`config.mk`:
```
export PLATFORM = sky130hd
export DESIGN_NAME = cdb_arbiter_flat
export DESIGN_NICKNAME = d
export VERILOG_FILES = /design/src/rtl/cdb_arbiter_if.sv /design/src/rtl/cdb_arbiter.sv /design/src/flat_wrapper.sv
export SDC_FILE = /design/constraint.sdc
export NUM_CORES = 1
export LEC_CHECK = 0
export ABC_CLOCK_PERIOD_IN_PS = 5900
export CAP_MARGIN = 20
export CORE_UTILIZATION = 39
export DETAILED_ROUTE_END_ITERATION = 16
export PLACE_DENSITY = 0.59
export SETUP_SLACK_MARGIN = 0.5
export SLEW_MARGIN = 10
export SYNTH_ARGS = -nofsm -noshare
export SYNTH_HDL_FRONTEND = slang
export SYNTH_SLANG_ARGS = --single-unit
```
`constraint.sdc`:
```
create_clock -name clk -period 5.9 [get_ports clk]
set_clock_uncertainty 0.1 [all_clocks]
set_input_delay 0.885 -clock clk [delete_from_list [all_inputs] [get_ports clk]]
set_output_delay 0.885 -clock clk [all_outputs]
set_load 0.01 [all_outputs]
```
`src/rtl/cdb_arbiter_if.sv`:
```
// Bundle between the functional units and the CDB arbiter: packed per-source result inputs,
// per-source ready/sent handshakes and the broadcast common data bus.
interface cdb_arbiter_if #(
  parameter int unsigned NUM_SRC = 4,
  parameter int unsigned PHYS_W  = 6,
  parameter int unsigned ROB_W   = 5
);
  logic [NUM_SRC-1:0]        src_valid;
  logic [NUM_SRC-1:0]        src_ready;
  logic [NUM_SRC*PHYS_W-1:0] src_pd;
  logic [NUM_SRC*5-1:0]      src_rd;
  logic [NUM_SRC*ROB_W-1:0]  src_rob_index;
  logic [NUM_SRC*32-1:0]     src_result;

  logic                      cdb_valid;
  logic [PHYS_W-1:0]         cdb_pd;
  logic [4:0]                cdb_rd;
  logic [ROB_W-1:0]          cdb_rob_index;
  logic [31:0]               cdb_result;
  logic [NUM_SRC-1:0]        cdb_sent;

  // Functional-unit side: produces results, observes ready and the broadcast.
  modport master (
    output src_valid, src_pd, src_rd, src_rob_index, src_result,
    input  src_ready, cdb_valid, cdb_pd, cdb_rd, cdb_rob_index, cdb_result, cdb_sent
  );

  // Arbiter side.
  modport slave (
    input  src_valid, src_pd, src_rd, src_rob_index, src_result,
    output src_ready, cdb_valid, cdb_pd, cdb_rd, cdb_rob_index, cdb_result, cdb_sent
  );
endinterface

```
`src/rtl/cdb_arbiter.sv`:
```
// Common data bus arbiter: per-source result FIFOs, round-robin grant, registered CDB broadcast.
// Optional macro CDB_BYPASS_EN lets an empty source's input win the CDB at its own accept edge.
module cdb_arbiter #(
  parameter int unsigned NUM_SRC = 4,
  parameter int unsigned DEPTH   = 2,
  parameter int unsigned PHYS_W  = 6,
  parameter int unsigned ROB_W   = 5
) (
  input  logic         clk,
  input  logic         rst,
  input  logic         flush,
  cdb_arbiter_if.slave bus
);
  localparam int unsigned RD_W   = 5;
  localparam int unsigned DATA_W = 32;
  localparam int unsigned PTR_W  = (DEPTH > 1) ? $clog2(DEPTH) : 1;
  localparam int unsigned CNT_W  = $clog2(DEPTH + 1);
  localparam int unsigned SRC_W  = (NUM_SRC > 1) ? $clog2(NUM_SRC) : 1;

  typedef struct packed {
    logic [PHYS_W-1:0] pd;
    logic [RD_W-1:0]   rd;
    logic [ROB_W-1:0]  rob_index;
    logic [DATA_W-1:0] result;
  } cdb_entry_t;

  cdb_entry_t       fifo_mem   [NUM_SRC][DEPTH];
  logic [PTR_W-1:0] wr_ptr     [NUM_SRC];
  logic [PTR_W-1:0] wr_ptr_nxt [NUM_SRC];
  logic [PTR_W-1:0] rd_ptr     [NUM_SRC];
  logic [PTR_W-1:0] rd_ptr_nxt [NUM_SRC];
  logic [CNT_W-1:0] cnt        [NUM_SRC];
  logic [CNT_W-1:0] cnt_nxt    [NUM_SRC];

  logic [SRC_W-1:0]   rr_ptr, rr_ptr_nxt;
  cdb_entry_t         cdb_q, cdb_nxt;
  logic               cdb_valid_q, cdb_valid_nxt;
  logic [NUM_SRC-1:0] cdb_sent_q, cdb_sent_nxt;

  cdb_entry_t         src_entry  [NUM_SRC];
  cdb_entry_t         head_entry [NUM_SRC];
  logic [NUM_SRC-1:0] src_ready;
  logic [NUM_SRC-1:0] occupied;
  logic [NUM_SRC-1:0] byp_req;
  logic [NUM_SRC-1:0] req;
  logic [NUM_SRC-1:0] grant;
  logic [NUM_SRC-1:0] push;
  logic [NUM_SRC-1:0] pop;
  logic               found;
  logic [SRC_W-1:0]   gnt_idx;

  function automatic logic [SRC_W-1:0] rr_idx(input logic [SRC_W-1:0] base, input int unsigned k);
    return SRC_W'((32'(base) + k) % NUM_SRC);
  endfunction

  // Unpack the per-source input lanes and the FIFO heads.
  always_comb begin
    for (int unsigned i = 0; i < NUM_SRC; i++) begin
      src_entry[i].pd        = bus.src_pd[i*PHYS_W +: PHYS_W];
      src_entry[i].rd        = bus.src_rd[i*RD_W +: RD_W];
      src_entry[i].rob_index = bus.src_rob_index[i*ROB_W +: ROB_W];
      src_entry[i].result    = bus.src_result[i*DATA_W +: DATA_W];
      head_entry[i]          = fifo_mem[i][rd_ptr[i]];
      src_ready[i]           = (cnt[i] != CNT_W'(DEPTH));
      occupied[i]            = (cnt[i] != '0);
    end
  end

  // Requesters: non-empty FIFOs, plus empty sources presenting a result when bypass is built in.
  always_comb begin
    byp_req = '0;
`ifdef CDB_BYPASS_EN
    byp_req = ~occupied & bus.src_valid & {NUM_SRC{~flush}};
`endif
    req = occupied | byp_req;
  end

  // Round-robin pick, CDB next state and FIFO pointer/count updates.
  always_comb begin
    wr_ptr_nxt    = wr_ptr;
    rd_ptr_nxt    = rd_ptr;
    cnt_nxt       = cnt;
    rr_ptr_nxt    = rr_ptr;
    cdb_nxt       = cdb_q;
    cdb_valid_nxt = 1'b0;
    cdb_sent_nxt  = '0;
    grant         = '0;
    push          = '0;
    pop           = '0;
    found         = 1'b0;
    gnt_idx       = '0;

    for (int unsigned k = 0; k < NUM_SRC; k++) begin
      if (!found && !flush && req[rr_idx(rr_ptr, k)]) begin
        found   = 1'b1;
        gnt_idx = rr_idx(rr_ptr, k);
      end
    end

    if (found) begin
      grant[gnt_idx]        = 1'b1;
      cdb_valid_nxt         = 1'b1;
      cdb_sent_nxt[gnt_idx] = 1'b1;
      rr_ptr_nxt            = rr_idx(gnt_idx, 1);
      cdb_nxt               = occupied[gnt_idx] ? head_entry[gnt_idx] : src_entry[gnt_idx];
    end

    for (int unsigned i = 0; i < NUM_SRC; i++) begin
      pop[i]  = grant[i] && occupied[i];
      // A bypassed result goes straight to the CDB and never occupies the FIFO.
      push[i] = bus.src_valid[i] && src_ready[i] && !flush && !(grant[i] && !occupied[i]);
      if (flush) begin
        wr_ptr_nxt[i] = '0;
        rd_ptr_nxt[i] = '0;
        cnt_nxt[i]    = '0;
      end else begin
        if (push[i]) wr_ptr_nxt[i] = wr_ptr[i] + PTR_W'(1);
        if (pop[i])  rd_ptr_nxt[i] = rd_ptr[i] + PTR_W'(1);
        case ({push[i], pop[i]})
          2'b10:   cnt_nxt[i] = cnt[i] + CNT_W'(1);
          2'b01:   cnt_nxt[i] = cnt[i] - CNT_W'(1);
          default: cnt_nxt[i] = cnt[i];
        endcase
      end
    end
  end

  always_ff @(posedge clk or negedge rst) begin
    if (!rst) begin
      wr_ptr      <= '{default: '0};
      rd_ptr      <= '{default: '0};
      cnt         <= '{default: '0};
      rr_ptr      <= '0;
      cdb_q       <= '0;
      cdb_valid_q <= 1'b0;
      cdb_sent_q  <= '0;
    end else begin
      wr_ptr      <= wr_ptr_nxt;
      rd_ptr      <= rd_ptr_nxt;
      cnt         <= cnt_nxt;
      rr_ptr      <= rr_ptr_nxt;
      cdb_q       <= cdb_nxt;
      cdb_valid_q <= cdb_valid_nxt;
      cdb_sent_q  <= cdb_sent_nxt;
    end
  end

  // Result storage needs no reset; occupancy is tracked by the counts.
  always_ff @(posedge clk) begin
    for (int unsigned i = 0; i < NUM_SRC; i++) begin
      if (push[i]) fifo_mem[i][wr_ptr[i]] <= src_entry[i];
    end
  end

  assign bus.src_ready     = src_ready;
  assign bus.cdb_valid     = cdb_valid_q;
  assign bus.cdb_sent      = cdb_sent_q;
  assign bus.cdb_pd        = cdb_q.pd;
  assign bus.cdb_rd        = cdb_q.rd;
  assign bus.cdb_rob_index = cdb_q.rob_index;
  assign bus.cdb_result    = cdb_q.result;
endmodule

```
`src/flat_wrapper.sv`:
```
// flat-port wrapper written by rule: the top's interface ports become plain ports
module cdb_arbiter_flat 
#(
  parameter int unsigned NUM_SRC = 4,
  parameter int unsigned DEPTH   = 2,
  parameter int unsigned PHYS_W  = 6,
  parameter int unsigned ROB_W   = 5
)
  (clk, rst, flush, bus_src_valid, bus_src_pd, bus_src_rd, bus_src_rob_index, bus_src_result, bus_src_ready, bus_cdb_valid, bus_cdb_pd, bus_cdb_rd, bus_cdb_rob_index, bus_cdb_result, bus_cdb_sent);
  cdb_arbiter_if #(.NUM_SRC(NUM_SRC), .PHYS_W(PHYS_W), .ROB_W(ROB_W)) bus_i ();
  input  logic clk;
  input  logic rst;
  input  logic flush;
  input wire logic [$bits(bus_i.src_valid)-1:0] bus_src_valid;
  input wire logic [$bits(bus_i.src_pd)-1:0] bus_src_pd;
  input wire logic [$bits(bus_i.src_rd)-1:0] bus_src_rd;
  input wire logic [$bits(bus_i.src_rob_index)-1:0] bus_src_rob_index;
  input wire logic [$bits(bus_i.src_result)-1:0] bus_src_result;
  output wire logic [$bits(bus_i.src_ready)-1:0] bus_src_ready;
  output wire logic [$bits(bus_i.cdb_valid)-1:0] bus_cdb_valid;
  output wire logic [$bits(bus_i.cdb_pd)-1:0] bus_cdb_pd;
  output wire logic [$bits(bus_i.cdb_rd)-1:0] bus_cdb_rd;
  output wire logic [$bits(bus_i.cdb_rob_index)-1:0] bus_cdb_rob_index;
  output wire logic [$bits(bus_i.cdb_result)-1:0] bus_cdb_result;
  output wire logic [$bits(bus_i.cdb_sent)-1:0] bus_cdb_sent;
  assign bus_i.src_valid = bus_src_valid;
  assign bus_i.src_pd = bus_src_pd;
  assign bus_i.src_rd = bus_src_rd;
  assign bus_i.src_rob_index = bus_src_rob_index;
  assign bus_i.src_result = bus_src_result;
  assign bus_src_ready = bus_i.src_ready;
  assign bus_cdb_valid = bus_i.cdb_valid;
  assign bus_cdb_pd = bus_i.cdb_pd;
  assign bus_cdb_rd = bus_i.cdb_rd;
  assign bus_cdb_rob_index = bus_i.cdb_rob_index;
  assign bus_cdb_result = bus_i.cdb_result;
  assign bus_cdb_sent = bus_i.cdb_sent;
  cdb_arbiter #(.NUM_SRC(NUM_SRC), .DEPTH(DEPTH), .PHYS_W(PHYS_W), .ROB_W(ROB_W)) u_core (.clk(clk), .rst(rst), .flush(flush), .bus(bus_i));
endmodule
```
==> metrics.txt, run 1 <==
total gr overflow 0; NetSw 3.02 mW; clock network power share 0.300; Gate power share 0.259; hold crit path type input pin to async pin; Pins Over Slew Limit 0; largest buffer count on any clock path 3; Starting Density 0.394; design area 22700 um^2; Reg-to-Reg Start u_core.cnt[4]; dpl hpwl 27700 um; area of the multi-input gates 4290 um^2; Critical Path RT 6.26 ns; clock tree sinks 455; Die X-Extent 216 um; Startpoint Class input pin; critical path capture point type register; die extent in y 216 um; fmax 0.303 GHz; area of placed instances 21100 um^2; total number of vias 10200; die area 46600 um^2; fin crit share 0.559; vias in the first global route 10500; post-synthesis cell type count 43; I/O pins 256; Tot GR Track Use 0.194; flop2flop setup slack 2.65 ns; #FFs+latches synth 455; worst setup path end u_core.bus.cdb_result[29]; PortBufs 255; post_cts resized 0; Mapped Cells 1026; TritonCTS clock tree yes; H-tree depth 2; WP data arrival 3.66 ns; initial antenna violation count 3; Layout fillers 3801; Crit. Startpoint flush; Final Wtd Congestion 0.779; first-pass GRT wire length 66800 um; setup ws final 2.60 ns; status completed; Max VDD drop 0.205 mV; post-route ant nets 0; leakage power figure 7.58 nW; Switching Share 0.301; crit-path max FO 53; root buffer cell clkbuf_16; largest net degree at the start of global routing 98; mean number of vias per cell 5.28; Finished Layout Cells 1926; Slew HR 0.286; Min Hold Slack 0.161 ns; layout cells sized above 1 0.0943; Int Pwr 7.00 mW; FP Rows 78; Final #Nets 1484; Final min period 3.30 ns; WL per Instance 23.5 um; DRC Markers 0; drt total wl 45200 um; Initial DRC Count 747; sequential standard cell area 13300 um^2; commonest non-fill, non-tap cells in the layout 384 x edfxtp_1, 254 x clkdlybuf4s50_1, 196 x mux2i_1; most common cell after layout, fill and taps aside edfxtp_1; Reg2Reg Capture Point u_core.bus.cdb_result[29]; Clock transition at path regs 0.06 ns; Area Growth Syn to Fin 27.2%; Synth warnings 0; Post-CTS Setup Inserts 0; Net Count, Synth 1225; Reg power frac 0.441; max cap viols 0; Hold-fix buffers, CTS 0; DR pass1 iterations 5; WS Path Type input pin to register; Post-Syn Area 17900 um^2; RSZ-0062 raised after global routing false; post-synthesis sequential area ratio 0.745; clock latency on the worst-skew pair 0.58 ns; Setup-failing EPs final 0; core area 45300 um^2; Placed Instances 1834; Setup TNS 0 ns; Place WS 2.03 ns; worst slew pin tran 1.07 ns; worst-case reg-to-reg path depth 7; Final Hold Viols 0; Power per Cell Area 441 nW/um^2; clock buffer count from CTS 48; Synth Area per Inst 17.4 um^2
## power by group through the flow
stage / combinational [mW] / clock, mW / sequential (mW)
3_3_place_gp: 2.51 / 0 / 4.53
4_1_cts: 2.57 / 3.08 / 4.48
3_5_place_dp: 2.57 / 0 / 4.53
5_1_grt: 2.81 / 3.19 / 4.47
6_report: 2.60 / 3.01 / 4.41
2_1_floorplan: 1.68 / 0 / 4.26
## cell type report
| cell class | instances | area share |
|---|---|---|
| Inverter | 5 | 0.000826 |
| Clock inverter | 29 | 0.0113 |
| Sequential cell | 455 | 0.586 |
| Multi-Input combinational cell | 496 | 0.189 |
| Timing Repair Buffer | 279 | 0.121 |
| Tap cell | 600 | 0.0330 |
| Clock buffer | 61 | 0.0586 |
| Antenna cell | 1 | 0.000110 |
## metal layers
| metal | track usage | vias up | part of all wire |
|---|---|---|---|
| met5 | 0 | - | 0.00062 |
| met4 | 0.0592 | 4 | 0.020 |
| met3 | 0.0323 | 67 | 0.046 |
| met2 | 0.331 | 286 | 0.50 |
| met1 | 0.255 | 5156 | 0.43 |
| li1 | - | 4659 | - |
## logic make-up after synthesis
logic type | after synthesis | share of synthesized area
flip-flops | 455 | 0.745
AO/OA/AOI/OAI | 175 | 0.0846
buffers and inverters | 75 | 0.0186
XOR/XNOR | 11 | 0.00540
multiplexers | 199 | 0.112
AND/OR/NAND/NOR | 111 | 0.0345
## per-stage QoR
stage          utilization  power, mW
4_1_cts              0.501       10.1
5_1_grt              0.502       10.5
3_5_place_dp         0.466       7.10
3_3_place_gp         0.466       7.04
6_report             0.502       10.0
2_1_floorplan            -       5.94
## sequential cells by signal, indices dropped and copies added, names as in the netlist
signal,flops
u_core.rr_ptr,2
u_core.rd_ptr,4
u_core.bus.cdb_rd,5
u_core.bus.cdb_rob_index,5
u_core.bus.cdb_sent,4
u_core.cnt,8
u_core.fifo_mem,384
u_core.bus.cdb_pd,6
u_core.bus.cdb_valid,1
u_core.wr_ptr,4
u_core.bus.cdb_result,32
## worst max-delay path: stages
cell and delay [ns]:
clkdlybuf4s50_1 0.63, nor2_1 0.12, o211ai_4 0.12, buf_4 0.60, and2_4 0.71, a211oi_1 0.19, a221o_1 0.31
## cell usage after synthesis
cell	instances	share of area
a22o_1	1	0.00049
or2_0	1	0.00035
o211a_1	1	0.00056
xor2_1	9	0.0044
clkbuf_1	51	0.011
nand3_1	2	0.00056
a21o_1	3	0.0013
a221o_1	49	0.027
a211oi_4	1	0.0011
edfxtp_1	384	0.65
mux2i_1	196	0.11
nand2_2	1	0.00035
a41o_1	1	0.00056
xnor2_1	2	0.00098
o21ai_0	3	0.00084
a211oi_1	48	0.020
nor2_1	20	0.0042
or2_1	1	0.00035
buf_4	6	0.0025
o31a_1	1	0.00049
buf_6	2	0.0013
nor3_1	7	0.0020
o211ai_2	1	0.00070
nor2b_1	50	0.018
mux2_2	3	0.0019
or2_2	1	0.00035
nand2_1	12	0.0025
o21ba_2	1	0.00056
a311oi_1	1	0.00049
nor3b_1	6	0.0025
or3_1	1	0.00035
nand3b_1	3	0.0013
a211o_1	3	0.0015
dfrtp_1	71	0.099
o2111ai_1	2	0.00098
a21oi_1	6	0.0017
inv_1	5	0.0011
o211ai_1	4	0.0017
buf_1	1	0.00021
nand2b_1	5	0.0018
and2_4	1	0.00049
buf_2	10	0.0028
a221oi_1	49	0.024
## worst min-delay path by stage
stage	end	slack, ns	depth (start not counted)
floorplan	u_core.wr_ptr[0]	0.42	2
global placement	u_core.bus.cdb_result[16]	0.40	1
detailed placement	u_core.bus.cdb_result[31]	0.41	1
CTS	u_core.bus.cdb_result[27]	0.14	1
global route	u_core.bus.cdb_result[27]	0.17	1
finish	u_core.bus.cdb_result[27]	0.16	1
Power figures use the tool's default switching activity.
==> run 2: changes to the inputs <==
--- a/config.mk
+++ b/config.mk
@@ -5,11 +5,11 @@
 export SDC_FILE = /design/constraint.sdc
 export NUM_CORES = 1
 export LEC_CHECK = 0
-export ABC_CLOCK_PERIOD_IN_PS = 5900
+export ABC_CLOCK_PERIOD_IN_PS = 3000
 export CAP_MARGIN = 20
 export CORE_UTILIZATION = 39
 export DETAILED_ROUTE_END_ITERATION = 16
-export PLACE_DENSITY = 0.59
+export PLACE_DENSITY = 0.62
 export SETUP_SLACK_MARGIN = 0.5
 export SLEW_MARGIN = 10
 export SYNTH_ARGS = -nofsm -noshare
==> constraint.sdc (replaced) <==
create_clock -name clk -period 3 [get_ports clk]
set_clock_uncertainty 0.1 [all_clocks]
set_input_delay 0.45 -clock clk [delete_from_list [all_inputs] [get_ports clk]]
set_output_delay 0.45 -clock clk [all_outputs]
set_load 0.01 [all_outputs]
==> metrics.txt, run 2 (synthesized netlist as in run 1, its figures left out) <==
Min Hold Slack 0.352 ns (+0.191 ns); Setup-failing EPs final 0 (unchanged); Tot GR Track Use 0.201 (+0.00656); Max VDD drop 0.498 mV (+140%); clock buffer count from CTS 48 (unchanged); die area 46600 um^2 (unchanged); layout cells sized above 1 0.177 (+0.0826); most common cell after layout, fill and taps aside edfxtp_1; leakage power figure 8.04 nW (+6.0%); WL per Instance 24.2 um (+3.1%); Worst path top cell family by delay compound AO/OA/AOI/OAI gates; Max stage delay on crit path 0.45 ns (-0.26 ns); Gate power share 0.308 (+0.049); Die X-Extent 216 um (unchanged); FP Rows 78 (unchanged); Final #Nets 1532 (+3.2%); vias in the first global route 10800 (+2.7%); core area 45300 um^2 (unchanged); Area Growth Syn to Fin 34.6%; Pins Over Slew Limit 0 (unchanged); Startpoint Class register; GR Util met2 0.337 (+0.00600); Reg-to-Reg Start u_core.cnt[2]; grt met3 use 0.0354 (+0.00310); fin crit share 0.846; status finished, violations left; total number of vias 10500 (+3.0%); Initial DRC Count 666 (-11%); DRC Markers 2 (+2); largest buffer count on any clock path 3 (unchanged); I/O pins 256 (unchanged); Final Wtd Congestion 0.765 (-1.8%); dpl hpwl 29800 um (+7.6%); failing checks DRC; H-tree depth 2 (unchanged); hold crit path type input pin to async pin; Int Pwr 14.8 mW (+110%); post-route ant nets 0 (unchanged); largest net degree at the start of global routing 55 (-44%); Final Util 0.531 (+0.0290); Critical Path RT 3.35 ns (-2.91 ns); CP cell instances or2_4 > a211o_1 > a211o_4 > bufbuf_16 > a221oi_4 > a211oi_2 > a221o_1; Starting Density 0.394 (unchanged); WP data arrival 2.88 ns (-0.78 ns); Slew HR 0.427 (+0.141); clock network power share 0.289 (-0.011); RSZ-0062 raised after global routing true; max cap viols 0 (unchanged); Power per Cell Area 884 nW/um^2 (+100%); Crit. Startpoint u_core.cnt[2]; Setup TNS 0 ns (unchanged); max FFs per register 384 (unchanged); WS Path Type register to register; TritonCTS clock tree yes; Final Hold Viols 0 (unchanged); Critical Path Slowest Stage Cell dfrtp_2; Final min period 2.54 ns; initial antenna violation count 8 (+5); grt peak-use layer met2; fmax 0.394 GHz; clock latency on the worst-skew pair 0.58 ns (about the same); PortBufs 255 (unchanged); total gr overflow 0 (unchanged); first-pass GRT wire length 69000 um (+3.3%); drt total wl 47900 um (+5.9%); Clock transition at path regs 0.06 ns (about the same); M1 GR Usage 0.262 (+0.00732); crit-path max FO 7 (-87%); DR pass1 iterations 11 (+6); root buffer cell clkbuf_16; mean number of vias per cell 5.30 (+0.27%); die extent in y 216 um (unchanged); worst slew pin tran 0.859 ns (-0.212 ns); clock tree sinks 455 (unchanged); critical path capture point type register; NetSw 6.47 mW (+110%); commonest non-fill, non-tap cells in the layout 384 x edfxtp_1, 254 x clkdlybuf4s50_1, 196 x mux2i_1; Reg power frac 0.402 (-0.039); Switching Share 0.305 (+0.00335); CP bufs+invs 1 (-1); Layout fillers 3620 (-4.8%)
run 2: changes by cell type in the layout (fill, tap and decap cells not counted), moves of 8 or more:
cell,before,now
a221oi_4,0,8
buf_12,0,15
a221oi_1,49,6
clkinv_2,13,2
a211oi_2,0,20
a211oi_1,48,28
a221oi_2,0,35
clkbuf_1,7,18
buf_4,24,49
run 2: area by class of cell:
class,count,area [um^2],share of cell area
Clock inverter,15,233,0.00968
Clock buffer,75,1420,0.0589
Timing Repair Buffer,327,3410,0.142
Sequential cell,455,13300,0.554
Multi-Input combinational cell,496,4880,0.203
Antenna cell,5,12.5,0.000520
Tap cell,600,751,0.0312
Inverter,5,18.8,0.000781
run 2: power groups by stage:
stage / combinational, mW / clock (mW) / sequential (mW)
after global placement: 5.63 / 0 / 8.60
final: 6.55 / 6.14 / 8.55
after detailed placement: 5.75 / 0 / 8.61
after global routing: 6.97 / 6.48 / 8.64
after CTS: 6.15 / 6.28 / 8.52
after floorplan: 3.34 / 0 / 8.36
run 2: per-layer routing:
layer | vias to the layer above | share of wire | wire, um
li1 | 4751 | - | -
met1 | 5321 | 0.43 | 20700
met5 | - | 0.00096 | 46
met2 | 314 | 0.49 | 23500
met3 | 83 | 0.049 | 2350
met4 | 6 | 0.029 | 1380
run 2: final timing paths:
kind	end	slack, ns	cells after the start
worst min register to register	u_core.bus.cdb_pd[1]	0.42	1
max in group asynchronous	u_core.bus.cdb_pd[0]	1.68	3
min in group clk	u_core.fifo_mem[0][68]	0.35	1
worst max register to register	u_core.bus.cdb_result[28]	0.46	7
worst max-delay path	u_core.bus.cdb_result[28]	0.46	7
worst min-delay path	u_core.bus.cdb_result[25]	0.35	2
run 2: timing repair:
| item | CTS | global route |
|---|---|---|
| resized for setup | 57 | 37 |
| hold buffers | 1 | 0 |
| hold endpoints to repair | 41 | 0 |
| cloned | 2 | 3 |
| buffers inserted | 12 | 10 |
| pin swaps | 8 | 19 |
| endpoints found under the setup margin | 57 | 54 |
run 2: through the flow:
step	worst slack [ns]	cell area, um^2	std cells	total power [mW]
2_1_floorplan	0.450	18000	1026	11.7
6_report	0.462	24000	1978	21.2
4_1_cts	0.487	23600	1960	21.0
3_3_place_gp	0.256	21500	1855	14.2
3_5_place_dp	0.224	21500	1855	14.4
5_1_grt	0.382	24000	1976	22.1
run 2: worst register-to-register path: cells and delay by family (launching register included):
kind | cells | cell delay [ns]
AO/OA/AOI/OAI | 5 | 1.31
flip-flops | 1 | 0.45
buffers and inverters | 1 | 0.31
AND/OR/NAND/NOR | 1 | 0.25
